==> config.mk <==
export PLATFORM = sky130hd
export DESIGN_NAME = draw_rect
export DESIGN_NICKNAME = d
export VERILOG_FILES = /design/src/rtl/vga_pkg.sv /design/src/rtl/draw_rect_addr.sv /design/src/rtl/draw_rect.sv
export SDC_FILE = /design/constraint.sdc
export NUM_CORES = 1
export LEC_CHECK = 0
export ABC_AREA = 1
export CORE_ASPECT_RATIO = 1.4
export CORE_MARGIN = 1
export CORE_UTILIZATION = 33
export CTS_BUF_LIST = sky130_fd_sc_hd__clkbuf_8
export DETAILED_ROUTE_END_ITERATION = 12
export PLACE_DENSITY_LB_ADDON = 0.2
export SETUP_SLACK_MARGIN = 0.4
export SLEW_MARGIN = 15
export SYNTH_ARGS = -nofsm -noshare
export SYNTH_HDL_FRONTEND = slang
export SYNTH_SLANG_ARGS = --single-unit
==> constraint.sdc <==
create_clock -name clk -period 4.6 [get_ports clk]
set_input_delay 0.69 -clock clk [delete_from_list [all_inputs] [get_ports clk]]
set_output_delay 0.69 -clock clk [all_outputs]
set_load 0.01 [all_outputs]
==> src/rtl/vga_pkg.sv <==
// +----------------------------------------------------------------------------+
// | vga_pkg                                                                    |
// | Shared VGA constants and types for the 1024x768 display pipeline.          |
// | Revision: 1.0                                                              |
// +----------------------------------------------------------------------------+
`default_nettype none

package vga_pkg;

  localparam int HOR_PIXELS = 1024;
  localparam int VER_PIXELS = 768;
  localparam int POS_W      = 12;

  typedef logic [11:0] rgb_t;

endpackage

`default_nettype wire

==> src/rtl/draw_rect_addr.sv <==
// +----------------------------------------------------------------------------+
// | draw_rect_addr                                                             |
// | Combinational in-rectangle test and image-ROM address for one pixel.       |
// | Revision: 1.0                                                              |
// +----------------------------------------------------------------------------+
`default_nettype none

module draw_rect_addr
  import vga_pkg::*;
#(
  parameter int RECT_W = 48,
  parameter int RECT_H = 64
) (
  input  logic [10:0]      hcount_i,
  input  logic [10:0]      vcount_i,
  input  logic             hblnk_i,
  input  logic             vblnk_i,
  input  logic [POS_W-1:0] px_i,
  input  logic [POS_W-1:0] py_i,
  output logic             inside_o,
  output logic [11:0]      addr_o
);

  logic [12:0] w_dx;
  logic [12:0] w_dy;
  logic        w_in_x;
  logic        w_in_y;

  // 13-bit differences: bit 12 set means the pixel lies left of / above the
  // rectangle, so a large position can never wrap back onto the screen.
  assign w_dx = {2'b00, hcount_i} - {1'b0, px_i};
  assign w_dy = {2'b00, vcount_i} - {1'b0, py_i};

  assign w_in_x = ~w_dx[12] && (w_dx[11:0] < 12'(RECT_W));
  assign w_in_y = ~w_dy[12] && (w_dy[11:0] < 12'(RECT_H));

  assign inside_o = w_in_x && w_in_y && ~hblnk_i && ~vblnk_i;
  assign addr_o   = {w_dy[5:0], w_dx[5:0]};

endmodule

`default_nettype wire

==> src/rtl/draw_rect.sv <==
// +----------------------------------------------------------------------------+
// | draw_rect                                                                  |
// | Overlays a ROM bitmap rectangle on the VGA stream with 2-cycle latency.    |
// | Optional macro DRAW_RECT_FRAME_LATCH_EN: latch xpos/ypos at frame start.   |
// | Revision: 1.0                                                              |
// +----------------------------------------------------------------------------+
`default_nettype none

module draw_rect
  import vga_pkg::*;
#(
  parameter int RECT_W = 48,
  parameter int RECT_H = 64
) (
  input  logic             clk,
  input  logic             rst,
  input  logic [POS_W-1:0] xpos,
  input  logic [POS_W-1:0] ypos,
  input  logic [10:0]      hcount_in,
  input  logic [10:0]      vcount_in,
  input  logic             hsync_in,
  input  logic             vsync_in,
  input  logic             hblnk_in,
  input  logic             vblnk_in,
  input  rgb_t             rgb_in,
  output logic [11:0]      pixel_addr,
  input  rgb_t             rgb_pixel,
  output logic [10:0]      hcount_out,
  output logic [10:0]      vcount_out,
  output logic             hsync_out,
  output logic             vsync_out,
  output logic             hblnk_out,
  output logic             vblnk_out,
  output rgb_t             rgb_out
);

  logic [POS_W-1:0] w_px;
  logic [POS_W-1:0] w_py;
  logic             w_inside;
  logic [11:0]      w_addr;

`ifdef DRAW_RECT_FRAME_LATCH_EN
  logic [POS_W-1:0] px_q;
  logic [POS_W-1:0] py_q;

  // The frame-start pixel itself still compares against the previous value.
  always_ff @(posedge clk) begin
    if (rst) begin
      px_q <= '0;
      py_q <= '0;
    end else if (hcount_in == 11'd0 && vcount_in == 11'd0) begin
      px_q <= xpos;
      py_q <= ypos;
    end
  end

  assign w_px = px_q;
  assign w_py = py_q;
`else
  assign w_px = xpos;
  assign w_py = ypos;
`endif

  draw_rect_addr #(
    .RECT_W (RECT_W),
    .RECT_H (RECT_H)
  ) u_addr (
    .hcount_i (hcount_in),
    .vcount_i (vcount_in),
    .hblnk_i  (hblnk_in),
    .vblnk_i  (vblnk_in),
    .px_i     (w_px),
    .py_i     (w_py),
    .inside_o (w_inside),
    .addr_o   (w_addr)
  );

  logic [10:0] hcount_s1_q;
  logic [10:0] vcount_s1_q;
  logic        hsync_s1_q;
  logic        vsync_s1_q;
  logic        hblnk_s1_q;
  logic        vblnk_s1_q;
  rgb_t        rgb_s1_q;
  logic        inside_s1_q;
  logic [11:0] pixel_addr_q;

  always_ff @(posedge clk) begin
    if (rst) begin
      hcount_s1_q  <= '0;
      vcount_s1_q  <= '0;
      hsync_s1_q   <= 1'b0;
      vsync_s1_q   <= 1'b0;
      hblnk_s1_q   <= 1'b0;
      vblnk_s1_q   <= 1'b0;
      rgb_s1_q     <= '0;
      inside_s1_q  <= 1'b0;
      pixel_addr_q <= '0;
    end else begin
      hcount_s1_q  <= hcount_in;
      vcount_s1_q  <= vcount_in;
      hsync_s1_q   <= hsync_in;
      vsync_s1_q   <= vsync_in;
      hblnk_s1_q   <= hblnk_in;
      vblnk_s1_q   <= vblnk_in;
      rgb_s1_q     <= rgb_in;
      inside_s1_q  <= w_inside;
      pixel_addr_q <= w_addr;
    end
  end

  assign pixel_addr = pixel_addr_q;

  logic [10:0] hcount_s2_q;
  logic [10:0] vcount_s2_q;
  logic        hsync_s2_q;
  logic        vsync_s2_q;
  logic        hblnk_s2_q;
  logic        vblnk_s2_q;
  rgb_t        rgb_s2_q;
  logic        inside_s2_q;

  always_ff @(posedge clk) begin
    if (rst) begin
      hcount_s2_q <= '0;
      vcount_s2_q <= '0;
      hsync_s2_q  <= 1'b0;
      vsync_s2_q  <= 1'b0;
      hblnk_s2_q  <= 1'b0;
      vblnk_s2_q  <= 1'b0;
      rgb_s2_q    <= '0;
      inside_s2_q <= 1'b0;
    end else begin
      hcount_s2_q <= hcount_s1_q;
      vcount_s2_q <= vcount_s1_q;
      hsync_s2_q  <= hsync_s1_q;
      vsync_s2_q  <= vsync_s1_q;
      hblnk_s2_q  <= hblnk_s1_q;
      vblnk_s2_q  <= vblnk_s1_q;
      rgb_s2_q    <= rgb_s1_q;
      inside_s2_q <= inside_s1_q;
    end
  end

  assign hcount_out = hcount_s2_q;
  assign vcount_out = vcount_s2_q;
  assign hsync_out  = hsync_s2_q;
  assign vsync_out  = vsync_s2_q;
  assign hblnk_out  = hblnk_s2_q;
  assign vblnk_out  = vblnk_s2_q;

  // The registered ROM delivers its word in the same cycle the stage-2
  // registers present it, so the merge is a plain mux on the ROM output.
  assign rgb_out = inside_s2_q ? rgb_pixel : rgb_s2_q;

endmodule

`default_nettype wire

-- Word level (Yosys, flattened, before mapping)
Index checks and enable logic that the tools add are counted.
W data, S select, Z words.
- flip-flop bits (word level): 90
- input port bits: 76
- output and inout bits: 50
- order comparisons: 2
- reductions and logical operators: 5
- bitwise operators: 4
- muxes and demuxes: 1
- add/subtract/negate cells: 2
- operators with widths (cell ; number):
    $sub A11 B12 Y13 ; 2
    $lt A12 B6 Y1 const B ; 1
    $lt A12 B7 Y1 const B ; 1
    $mux W12 ; 1
    $logic_and A1 B1 Y1 ; 5
    $not A1 Y1 ; 4

-- Depth between registers and ports, before layout
- depth after elaboration: 6
- depth in mapped cells: 16
- depth with buffers taken out: 16

-- Cells and area by module
From an unflattened synthesis, not the netlist that was laid out.
- cells, all modules: 589
- area total of the unflattened synthesis: 4134.0 µm²
- by module, submodules not included (module ; sequential area each (µm²) ; times used ; area an instance (µm²) ; cells an instance):
    draw_rect ; 1801.7 ; 1 ; 2765.2 ; 319
    draw_rect_addr ; 0.0 ; 1 ; 1368.8 ; 270

-- Least setup slack after synthesis
Ideal clock, no wire load.
- kind: input to register
- from: input port vcount_in[0]
- to: register inside_s1_q
- cell stages on the path: 16
- arrival time: 1.946 ns
- slack: 2.543 ns
- setup time: 0.110 ns
- data required time: 4.490 ns
- path buffers: 0
- path through: inv_1 > ha_1 > inv_1 > fa_1 > nand2_1 > nand2_2 > nand3_2 > nand2_1 > nand2_1 > nand2_1 > nand2_1 > nand2_1 > nand2_1 > inv_1 > nand2_1 > nor2_1
- longest elaborated chain between the ends: 6
- elaborated cells on any way between the ends: 7
- RTL lines (item ; RTL line ; source):
    start: declaration ; draw_rect.sv:20 ; input logic [10:0] vcount_in,
    $sub A11 B12 Y13 * ; draw_rect_addr.sv:32 ; assign w_dy = {2'b00, vcount_i} - {1'b0, py_i};
    $lt A12 B7 Y1 or $not A1 Y1 (tied branches) ; draw_rect_addr.sv:35 ; assign w_in_y = ~w_dy[12] && (w_dy[11:0] < 12'(RECT_H));
    $logic_and A1 B1 Y1 * ; draw_rect_addr.sv:35 ;
    $logic_and A1 B1 Y1 * (3 in a row) ; draw_rect_addr.sv:37 ; assign inside_o = w_in_x && w_in_y && ~hblnk_i && ~vblnk_i;
    end signal: assignment ; draw_rect.sv:107 ; inside_s1_q <= w_inside;
    end: declaration ; draw_rect.sv:85 ; logic inside_s1_q;
Every way passes the cells marked *; elsewhere a longest branch is shown, timed or not.
A chain may end at the register's enable or synchronous reset.

-- Final worst setup path
- from: register inside_s2_q
- to: output port rgb_out[2]
- longest elaborated chain between the ends: 1
- RTL lines (item ; RTL line ; source):
    start: declaration ; draw_rect.sv:121 ; logic inside_s2_q;
    start signal: assignment ; draw_rect.sv:141 ; inside_s2_q <= inside_s1_q;
    $mux W12 ; draw_rect.sv:154 ; assign rgb_out = inside_s2_q ? rgb_pixel : rgb_s2_q;
    end: declaration ; draw_rect.sv:34 ; output rgb_t rgb_out
Every way passes these cells.

==> metrics.txt <==
r2r setup slk=about 4 ns; footprint of the multi-input gates=approximately 0.0016 mm2; crit end category=output pin; Leak=2.87 nW; Die X=approximately 95 um; fill count=1239; Synth top cells by count=inv_1 (150), nor2_1 (109), nand2_1 (99); first-pass GRT wire length=approximately 15 mm; Max VDD drop=126 uV; Num CTS Buffers=9; clock slew at reported path FFs=roughly 0.090 ns; GRT Total Usage=between 10% and 20%; CTS tree=done; post-CTS setup buffers=0; vias=3556; DP Wirelength=around 7 mm; I/O pins=between 100 and 150; final worst-path cycle share=a little under three fifths; pin count of the biggest net entering global routing=84; antenna viol nets, final=0; post-synthesis sequential element count=90; largest family of logic cells by synthesized area=simple AND/OR/NAND/NOR gates; Post-synth ARST share=0%; Top FF cell, synth=dfxtp_1; Final Slew Violations=0; Synth Warn #=0; r2r startpoint=inside_s1_q; GP Congestion=around 0.87; Post-Synth XOR/XNOR Area=0%; Post-Synth Adder-Cell Area=7.91%; Min-Delay Path Class=reg -> reg; CTS resizes=0; worst skew pair latency=0.35 ns; RSZ-0062 raised after global routing=false; GRT Residual Overflow=0; crit path DAT=around 1.9 ns; Post-synth EDFFs=0; Antenna diodes=0; Die Ht=132 um; top-count cell post-synth=inv_1; Rel. slew slack=between 40% and 50%; Setup TNS=0 ns; share of layout cells above drive strength 1=5.52%; Setup crit start kind=register; DIE AREA=about 0.013 mm2; simple logic cell fraction of the synthesized area=between 20% and 30%; Synth Area in Compound Gates=under 10%; number of vias per cell=approximately 4.3; FF-to-FF path depth=2; core box area=0.0118 mm2; H-tree depth=3; 1st-iter DRT viols=96; largest area contributor in the netlist=dfxtp_1; WP data required=3.91 ns; failing checks=DRC; Synth top area share=between 40% and 50%; crit path capture=rgb_out[2]; Netlist Area Pre-Place=between 0.003 and 0.004 mm2; sequential fraction of the synthesis area=~45%; Avg Cell Area, Syn=7.15 um2; WL final=~9.1 mm; Max Cap Viol=0; DRC errors left=2; Starting Density=33.7%; Fin. Hold Viols=0; Worst Setup SP=inside_s2_q; Pre-Repair DR Iteration Count=8; fin util=47.7%; layout overhead on the synthesized area=41.4%; status=finished, violations left; worst r2r dst=inside_s2_q; Rows=47; sequential cell area=0.00180 mm2; largest cells by area after synthesis=dfxtp_1 (45%), inv_1 (14%), nor2_1 (10%), nand2_1 (9.3%), ha_1 (6.9%); hold buffer count at CTS=0; worst-path fanout max=12; clock sink count=90; Crit Path Category=reg -> out; Period minus WS final=2.60 ns; final net count=784; Routed wire per std cell=between 10 and 15 um; port bufs=125; clk buf depth=2; FMAX=between 0.3 and 0.4 GHz; vias in the first global route=around 3.3k; Post-Synthesis Cells=557; Final Setup Violations=0; clk_skew=~0.0071 ns; mux share of post-synthesis cell area=approximately 3.4%; root buf cell=clkbuf_8; initial antenna violation count=0; Pwr Density=between 300 and 400 mW/mm2; Synth Net Count=about 660; Worst-Margin Slew=0.803 ns; Synth cell types=19
[kinds of logic after synthesis]
logic type / after synthesis
compound gates: 27
fa+ha+maj: 24
buf+inv: 160
flops: 90
mux: 12
simple gates: 244
[layout make-up]
cell class	count	area share [%]
sequential	90	32.0
multi-input combinational	307	28.1
timing repair buffer	126	22.2
inverter	150	9.99
tap	147	3.26
clock buffer	10	2.44
clock inverter	6	2.02
[worst min path at each step]
stage	from	endpoint	slack (ns)	depth (start not counted)
6_report	hcount_s1_q[0]	hcount_out[0]	0.40	2
5_1_grt	vcount_s1_q[7]	vcount_out[7]	0.42	2
4_1_cts	hcount_s1_q[0]	hcount_out[0]	0.40	2
3_5_place_dp	hcount_s1_q[1]	hcount_out[1]	0.39	2
3_3_place_gp	rgb_s1_q[1]	rgb_s2_q[1]	0.39	2
2_1_floorplan	hblnk_s1_q	hblnk_out	0.39	2
[stage by stage]
| step | worst slack (ns) | instance area, um2 | hold WS (ns) | total power [mW] | std cells |
|---|---|---|---|---|---|
| 6_report | 2.00 | 5640 | 0.401 | 1.84 | 836 |
| 5_1_grt | 1.89 | 5640 | 0.417 | 1.94 | 836 |
| 4_1_cts | 1.94 | 5640 | 0.399 | 1.86 | 836 |
| 3_5_place_dp | 1.90 | 5380 | 0.393 | 1.19 | 820 |
| 3_3_place_gp | 1.93 | 5380 | 0.389 | 1.19 | 820 |
| 2_1_floorplan | 2.54 | 3990 | 0.388 | 1.03 | 557 |
[power breakdown]
part	leakage, nW	internal, mW	switching [mW]
sequential	0.745	0.821	0.00996
clock	0.130	0.379	0.287
combinational	2.00	0.171	0.172
total	2.87	1.37	0.469
[flip-flops by register name (all words and copies together) (netlist names)]
name / flops
vcount_out: 11
hblnk_out: 1
inside_s1_q: 1
pixel_addr: 12
rgb_s1_q: 12
inside_s2_q: 1
hsync_out: 1
rgb_s2_q: 12
hcount_out: 11
hblnk_s1_q: 1
vsync_out: 1
vblnk_s1_q: 1
vcount_s1_q: 11
hcount_s1_q: 11
vblnk_out: 1
hsync_s1_q: 1
vsync_s1_q: 1
[layout by cell type (no fill, tap or decap), drive strengths merged]
cell           synthesis  final
a21oi                 19     19
buf                    1      2
bufinv                 0      3
clkbuf                 9     10
clkdlybuf4s50          0    124
clkinv                 0      1
dfxtp                 90     90
fa                     2      2
ha                    22     22
inv                  150    152
mux2                  12     12
nand2                106    106
nand3                 20     20
nand3b                 2      2
nand4                  5      5
nor2                 109    109
o21ai                  6      6
o21bai                 2      2
or2                    2      2
[routing by layer]
| metal | share of wire, % | track usage (%) | vias up |
|---|---|---|---|
| li1 | - | - | 1875 |
| met1 | 43 | 17.6 | 1588 |
| met2 | 51 | 27.3 | 81 |
| met3 | 4.7 | 3.29 | 12 |
| met4 | 1.9 | 6.48 | 0 |
| met5 | 0 | 0 | - |
[worst max-delay path, cell delays in order, from the launching register on]
cell and delay, ns:
dfxtp_1 0.68, mux2_2 0.40, clkdlybuf4s50_1 0.48
Power figures use the tool's default switching activity.
